<file path="src/rtl/branch_predictor_pkg.sv">
// Shared constants for the fetch-side branch predictor.
// Counter encodings and the sequential PC step.
package branch_predictor_pkg;

  localparam logic [1:0] CTR_SNT = 2'b00;
  localparam logic [1:0] CTR_WNT = 2'b01;
  localparam logic [1:0] CTR_WT  = 2'b10;
  localparam logic [1:0] CTR_ST  = 2'b11;

  localparam logic [31:0] PC_INC = 32'd4;

endpackage

</file>
<file path="src/rtl/branch_predictor_if.sv">
// Fetch lookup, execute update and statistics bundle.
// The master side is the pipeline; the slave side is the predictor.
interface branch_predictor_if;

  logic [31:0] fetch_pc;
  logic        pred_taken;
  logic [31:0] pred_target;

  logic        upd_valid;
  logic [31:0] upd_pc;
  logic        upd_taken;
  logic [31:0] upd_target;
  logic        upd_pred_taken;
  logic [31:0] upd_pred_target;
  logic        mispredict;

  logic [31:0] stat_branches;
  logic [31:0] stat_mispredicts;

  modport master (
    output fetch_pc,
    output upd_valid,
    output upd_pc,
    output upd_taken,
    output upd_target,
    output upd_pred_taken,
    output upd_pred_target,
    input  pred_taken,
    input  pred_target,
    input  mispredict,
    input  stat_branches,
    input  stat_mispredicts
  );

  modport slave (
    input  fetch_pc,
    input  upd_valid,
    input  upd_pc,
    input  upd_taken,
    input  upd_target,
    input  upd_pred_taken,
    input  upd_pred_target,
    output pred_taken,
    output pred_target,
    output mispredict,
    output stat_branches,
    output stat_mispredicts
  );

endinterface

</file>
<file path="src/rtl/branch_predictor_sat_counter2.sv">
// Next state of a 2-bit saturating taken/not-taken counter.
// Saturates at strong-taken and strong-not-taken.
module sat_counter2
  import branch_predictor_pkg::*;
(
  input  logic [1:0] ctr_i,
  input  logic       taken_i,
  output logic [1:0] ctr_o
);

  always_comb begin
    ctr_o = ctr_i;
    unique case (1'b1)
      (taken_i && ctr_i != CTR_ST):
        ctr_o = ctr_i + 2'd1;
      (!taken_i && ctr_i != CTR_SNT):
        ctr_o = ctr_i - 2'd1;
      default: ;
    endcase
  end

endmodule

</file>
<file path="src/rtl/branch_predictor.sv">
// Direct-mapped BTB with 2-bit counters and branch statistics.
// Lookups read pre-update state; updates land on the clock edge.
module branch_predictor
  import branch_predictor_pkg::*;
#(
  parameter int INDEX_BITS = 4
) (
  input  logic               clk,
  input  logic               rst_n,
  branch_predictor_if.slave  bp
);

  localparam int ENTRIES  = 1 << INDEX_BITS;
  localparam int TAG_BITS = 32 - INDEX_BITS - 2;

  logic [ENTRIES-1:0]  valid_q, valid_d;
  logic [TAG_BITS-1:0] tag_q    [ENTRIES];
  logic [TAG_BITS-1:0] tag_d    [ENTRIES];
  logic [31:0]         target_q [ENTRIES];
  logic [31:0]         target_d [ENTRIES];
  logic [1:0]          ctr_q    [ENTRIES];
  logic [1:0]          ctr_d    [ENTRIES];
  logic [31:0]         br_q, br_d;
  logic [31:0]         mp_q, mp_d;

  logic [INDEX_BITS-1:0] f_idx, u_idx;
  logic [TAG_BITS-1:0]   f_tag, u_tag;
  logic                  f_hit, u_hit;
  logic [1:0]            ctr_nxt;
  logic                  mp;

  assign f_idx = bp.fetch_pc[INDEX_BITS+1:2];
  assign f_tag = bp.fetch_pc[31:INDEX_BITS+2];
  assign u_idx = bp.upd_pc[INDEX_BITS+1:2];
  assign u_tag = bp.upd_pc[31:INDEX_BITS+2];

  assign f_hit = valid_q[f_idx]
              && (tag_q[f_idx] == f_tag);
  assign u_hit = valid_q[u_idx]
              && (tag_q[u_idx] == u_tag);

  assign bp.pred_taken  = f_hit && ctr_q[f_idx][1];
  assign bp.pred_target = bp.pred_taken
                        ? target_q[f_idx]
                        : bp.fetch_pc + PC_INC;

  assign mp = bp.upd_valid
           && ((bp.upd_taken != bp.upd_pred_taken)
            || (bp.upd_taken
             && bp.upd_target != bp.upd_pred_target));
  assign bp.mispredict = mp;

  assign bp.stat_branches    = br_q;
  assign bp.stat_mispredicts = mp_q;

  sat_counter2 u_ctr (
    .ctr_i   (ctr_q[u_idx]),
    .taken_i (bp.upd_taken),
    .ctr_o   (ctr_nxt)
  );

  always_comb begin
    valid_d  = valid_q;
    tag_d    = tag_q;
    target_d = target_q;
    ctr_d    = ctr_q;
    br_d     = br_q;
    mp_d     = mp_q;
    if (bp.upd_valid) begin
      br_d = br_q + 32'd1;
      if (mp) mp_d = mp_q + 32'd1;
      unique case (1'b1)
        u_hit: begin
          ctr_d[u_idx] = ctr_nxt;
          if (bp.upd_taken)
            target_d[u_idx] = bp.upd_target;
        end
        (!u_hit && bp.upd_taken): begin
          valid_d[u_idx]  = 1'b1;
          tag_d[u_idx]    = u_tag;
          target_d[u_idx] = bp.upd_target;
          ctr_d[u_idx]    = CTR_WT;
        end
        default: ;
      endcase
    end
  end

  always_ff @(posedge clk) begin
    if (!rst_n) begin
      valid_q <= '0;
      ctr_q   <= '{default: CTR_WNT};
      br_q    <= '0;
      mp_q    <= '0;
    end else begin
      valid_q <= valid_d;
      ctr_q   <= ctr_d;
      br_q    <= br_d;
      mp_q    <= mp_d;
    end
  end

  // Tags/targets are qualified by valid, so they skip reset.
  always_ff @(posedge clk) begin
    tag_q    <= tag_d;
    target_q <= target_d;
  end

endmodule

</file>
<file path="src/flat_wrapper.sv">
// flat-port wrapper written by rule: the top's interface ports become plain ports
module branch_predictor_flat import branch_predictor_pkg::*;
#(
  parameter int INDEX_BITS = 4
)
  (clk, rst_n, bp_fetch_pc, bp_upd_valid, bp_upd_pc, bp_upd_taken, bp_upd_target, bp_upd_pred_taken, bp_upd_pred_target, bp_pred_taken, bp_pred_target, bp_mispredict, bp_stat_branches, bp_stat_mispredicts);
  branch_predictor_if bp_i ();
  input  logic clk;
  input  logic rst_n;
  input wire logic [$bits(bp_i.fetch_pc)-1:0] bp_fetch_pc;
  input wire logic [$bits(bp_i.upd_valid)-1:0] bp_upd_valid;
  input wire logic [$bits(bp_i.upd_pc)-1:0] bp_upd_pc;
  input wire logic [$bits(bp_i.upd_taken)-1:0] bp_upd_taken;
  input wire logic [$bits(bp_i.upd_target)-1:0] bp_upd_target;
  input wire logic [$bits(bp_i.upd_pred_taken)-1:0] bp_upd_pred_taken;
  input wire logic [$bits(bp_i.upd_pred_target)-1:0] bp_upd_pred_target;
  output wire logic [$bits(bp_i.pred_taken)-1:0] bp_pred_taken;
  output wire logic [$bits(bp_i.pred_target)-1:0] bp_pred_target;
  output wire logic [$bits(bp_i.mispredict)-1:0] bp_mispredict;
  output wire logic [$bits(bp_i.stat_branches)-1:0] bp_stat_branches;
  output wire logic [$bits(bp_i.stat_mispredicts)-1:0] bp_stat_mispredicts;
  assign bp_i.fetch_pc = bp_fetch_pc;
  assign bp_i.upd_valid = bp_upd_valid;
  assign bp_i.upd_pc = bp_upd_pc;
  assign bp_i.upd_taken = bp_upd_taken;
  assign bp_i.upd_target = bp_upd_target;
  assign bp_i.upd_pred_taken = bp_upd_pred_taken;
  assign bp_i.upd_pred_target = bp_upd_pred_target;
  assign bp_pred_taken = bp_i.pred_taken;
  assign bp_pred_target = bp_i.pred_target;
  assign bp_mispredict = bp_i.mispredict;
  assign bp_stat_branches = bp_i.stat_branches;
  assign bp_stat_mispredicts = bp_i.stat_mispredicts;
  branch_predictor #(.INDEX_BITS(INDEX_BITS)) u_core (.clk(clk), .rst_n(rst_n), .bp(bp_i));
endmodule
</file>
<file path="config.mk">
export PLATFORM = sky130hd
export DESIGN_NAME = branch_predictor_flat
export DESIGN_NICKNAME = d
export VERILOG_FILES = /design/src/rtl/branch_predictor_pkg.sv /design/src/rtl/branch_predictor_if.sv /design/src/rtl/branch_predictor_sat_counter2.sv /design/src/rtl/branch_predictor.sv /design/src/flat_wrapper.sv
export SDC_FILE = /design/constraint.sdc
export NUM_CORES = 2
export LEC_CHECK = 0
export BUFFER_PORTS_ARGS = -buffer_cell sky130_fd_sc_hd__buf_2
export CAP_MARGIN = 20
export CORE_MARGIN = 3
export CORE_UTILIZATION = 61
export CTS_CLUSTER_DIAMETER = 120
export DETAILED_ROUTE_END_ITERATION = 7
export PLACE_DENSITY = 0.8
export SYNTH_ARGS = -nofsm -noshare
export SYNTH_HDL_FRONTEND = slang
export SYNTH_SLANG_ARGS = --single-unit
</file>
<file path="constraint.sdc">
create_clock -name clk -period 7.1 [get_ports clk]
set_clock_uncertainty 0.1 [all_clocks]
set_input_delay 1.42 -clock clk [delete_from_list [all_inputs] [get_ports clk]]
set_output_delay 1.42 -clock clk [all_outputs]
set_load 0.1 [all_outputs]
</file>
==> flow_summary.ini <==
[status]
status = finished clean

[global_routing]
grt_pass1_wl_mm = 182
grt_pass1_vias = 27500
grt.total_usage = 0.322
grt-ovfl-total = 0
antenna_found_initial = 9
grt_max_degree = 135

[sta]
setup_viol_count_final = 0
fmax_mhz = 145
drv_slew = 0
tightest_slew_ns = 1.19
slew_headroom = 0.206
rsz0062_at_grt = no
finalSetupTns_ns = 0
fin_crit_sh = 0.972
finalHoldViolCount = 0
worst_slack_ns = 0.199
min_period_ns = 6.90

[worst_hold_path]
hp-class = register to register
hp-start = u_core.ctr_q[18]
whs_endpoint = u_core.ctr_q[18]
min_path_cells = 2

[setup_path]
cp_cell_sequence = buf_12 -> mux4_2 -> mux4_2 -> xnor2_1 -> nand4_1 -> nor4bb_1 -> nand3_2 -> buf_4 -> nor2_1 -> a31oi_1 -> buf_2
r2r_cells = 10
rrSetupSlack_ns = 2.58
cp_slowest_cell = mux4_2
required_ns = 5.58
cp-end-kind = output pin
cp_max_fo = 54
path_class = primary input to output pin
crit_arrival_ns = 5.38
r2r_start = u_core.tag_q[105]
crit_top_cell = mux4_2
cp-start-kind = primary input
max_stage_delay_ns = 0.58
reg2reg_to = u_core.tag_q[259]

[synth]
synth_area_leaders = edfxtp_1, mux4_2, dfxtp_1
async_flop_share = 0
synth_seq_cells = 1040
synth_top_area_share = 0.611
ys_warn_count = 0
mappedNetlistArea_um2 = 45600
yosysTopAreaCell = edfxtp_1
avgSynthCellArea_um2 = 18.4
netlist_instances = 2480
ys_seq_area_frac = 0.661
yosysMostFrequentCell = edfxtp_1
synth_edf_count = 928
ys.flop_type = edfxtp_1
synth_cell_type_count = 65
syn_nets = 2616
yosys-top-cells-count = edfxtp_1, mux4_2, dfxtp_1

[cts]
cts_tree = done
cts_sinks = 1040
cts_buffer_depth = 3
cts_buffers = 101
postCtsHoldBufs = 0
path_clk_slew_ns = 0.06
clk_latency_ns = 0.67
cts-root-buf = clkbuf_16
htreeDepth = 3

[finish]
n_fill_cell = 4279
fin_util = 0.710
seqCellArea_um2 = 30100
nNetsFinal = 2886
multi_input_area_um2 = 14800
area_growth_pct = 14.5
final_layout_size_suffix_gt1_frac = 0.323

[job]
maxCapViolCount = 0

[floorplanning]
die_w_um = 279
die_h_um = 279
row_count = 99
die-area_um2 = 78000
io_pins = 231
initial_core_util = 0.620
core_area_um2 = 73500

[route]
drt_wl_total_mm = 124
dr.pass1.iters = 6
remaining_drc_errors = 0
ant_nets = 0
vias_per_cell = 7.05
drt_iter0_markers = 3810
post_drt_wl_per_cell_um = 32.5
num_vias = 26800

[power]
p_total_w = 0.0134
p_leak_nw = 17.2
powerDensity_nw_per_um2 = 257
vdd_drop_max_mv = 0.240

[placement]
pre_cts_ws_ns = 0.253
gp_congestion = 0.890
dpl.hpwl_mm = 71.7
port_buffers = 228
## flip-flops by register name (all words and copies together) (netlist names)
signal / cells
u_core.target_q: 512
u_core.tag_q: 416
u_core.bp.stat_branches: 32
u_core.bp.stat_mispredicts: 32
u_core.ctr_q: 32
u_core.valid_q: 16
## placed cells by master (no fill, tap or decap), drive strengths merged, types with 5 or more instances in the layout
| master | instances |
|---|---|
| o311ai | 8 |
| clkbuf | 126 |
| a21boi | 14 |
| mux2i | 57 |
| o211ai | 7 |
| clkinvlp | 5 |
| xnor2 | 93 |
| bufinv | 12 |
| buf | 311 |
| xor2 | 82 |
| inv | 24 |
| dfxtp | 112 |
| and4 | 9 |
| o21a | 14 |
| a21oi | 36 |
| clkinv | 44 |
| and3 | 21 |
| nand3 | 50 |
| nor3 | 11 |
| edfxtp | 928 |
| nand2 | 101 |
| o21ai | 47 |
| nor2b | 24 |
| a221oi | 12 |
| or3 | 13 |
| o22ai | 10 |
| o221ai | 6 |
| o31a | 9 |
| diode | 11 |
| a22oi | 10 |
| nor2 | 73 |
| nor3b | 5 |
| mux2 | 20 |
| mux4 | 386 |
| nand4 | 36 |
| and2 | 70 |
| nor4 | 13 |
## worst max-delay path by stage
stage / end / depth (start not counted) / start / slack (ns)
finish: bp_pred_target[25] / 11 / bp_fetch_pc[2] / 0.20
global route: bp_pred_target[25] / 12 / bp_fetch_pc[2] / 0.04
CTS: bp_pred_target[25] / 12 / bp_fetch_pc[2] / 0.17
detailed placement: bp_pred_target[3] / 11 / bp_fetch_pc[2] / 0.25
global placement: bp_pred_target[3] / 11 / bp_fetch_pc[2] / 0.31
floorplan: bp_pred_target[25] / 11 / bp_fetch_pc[3] / 0.08
## timing repair
item / in CTS / in global routing
hold endpoints to repair: 0 / 0
gates resized for setup: 0 / 2
setup buffers: 0 / 0
endpoints found under the setup margin: 0 / 15
## cell families (layout without fill, tap and decap cells)
group                      count (synthesis)  in the layout  synth area share
AOI/OAI and AO/OA                        191            191            0.0285
xor gates and xnor gates                 175            175            0.0336
adders and majority gates                  5              5           0.00126
buffers and inverters                    166            522            0.0171
DFF                                     1040           1040             0.661
muxes                                    463            463             0.208
other                                      0             11                 0
and+or+nand+nor                          440            440            0.0507
## worst max-delay path: cells and delay by family
family | cells | cell delay [ns]
and+or+nand+nor | 4 | 1.23
muxes | 2 | 1.15
buffers and inverters | 3 | 1.03
xor gates and xnor gates | 1 | 0.42
AOI/OAI and AO/OA | 1 | 0.09
## routing by layer
metal,routed length [um],track usage,up-vias
li1,-,-,10700
met1,43000,0.418,13800
met2,60700,0.518,1957
met3,13300,0.0781,415
met4,6750,0.158,4
met5,21,0,-
## stage by stage
step | hold WS (ns) | instance area, um2 | instances
final | 0.390 | 52200 | 3806
after detailed placement | 0.378 | 48600 | 3600
after CTS | 0.393 | 52000 | 3789
after floorplan | 0.342 | 45600 | 2480
after global placement | 0.362 | 48600 | 3598
after global routing | 0.413 | 52200 | 3798
## power by group
group	leakage, nW	internal (W)	switching [W]
sequential	9.27	0.00674	0.0000430
clock	1.66	0.00316	0.00233
combinational	6.27	0.000449	0.000673
total	17.2	0.0104	0.00304
## area by class of cell
type	instances	area share
tap	959	0.0230
sequential	1040	0.577
timing repair buffer	311	0.0487
antenna	11	0.000527
multi-input combinational	1274	0.284
inverter	22	0.00158
clock inverter	63	0.0133
clock buffer	126	0.0520
Power figures use the tool's default switching activity.
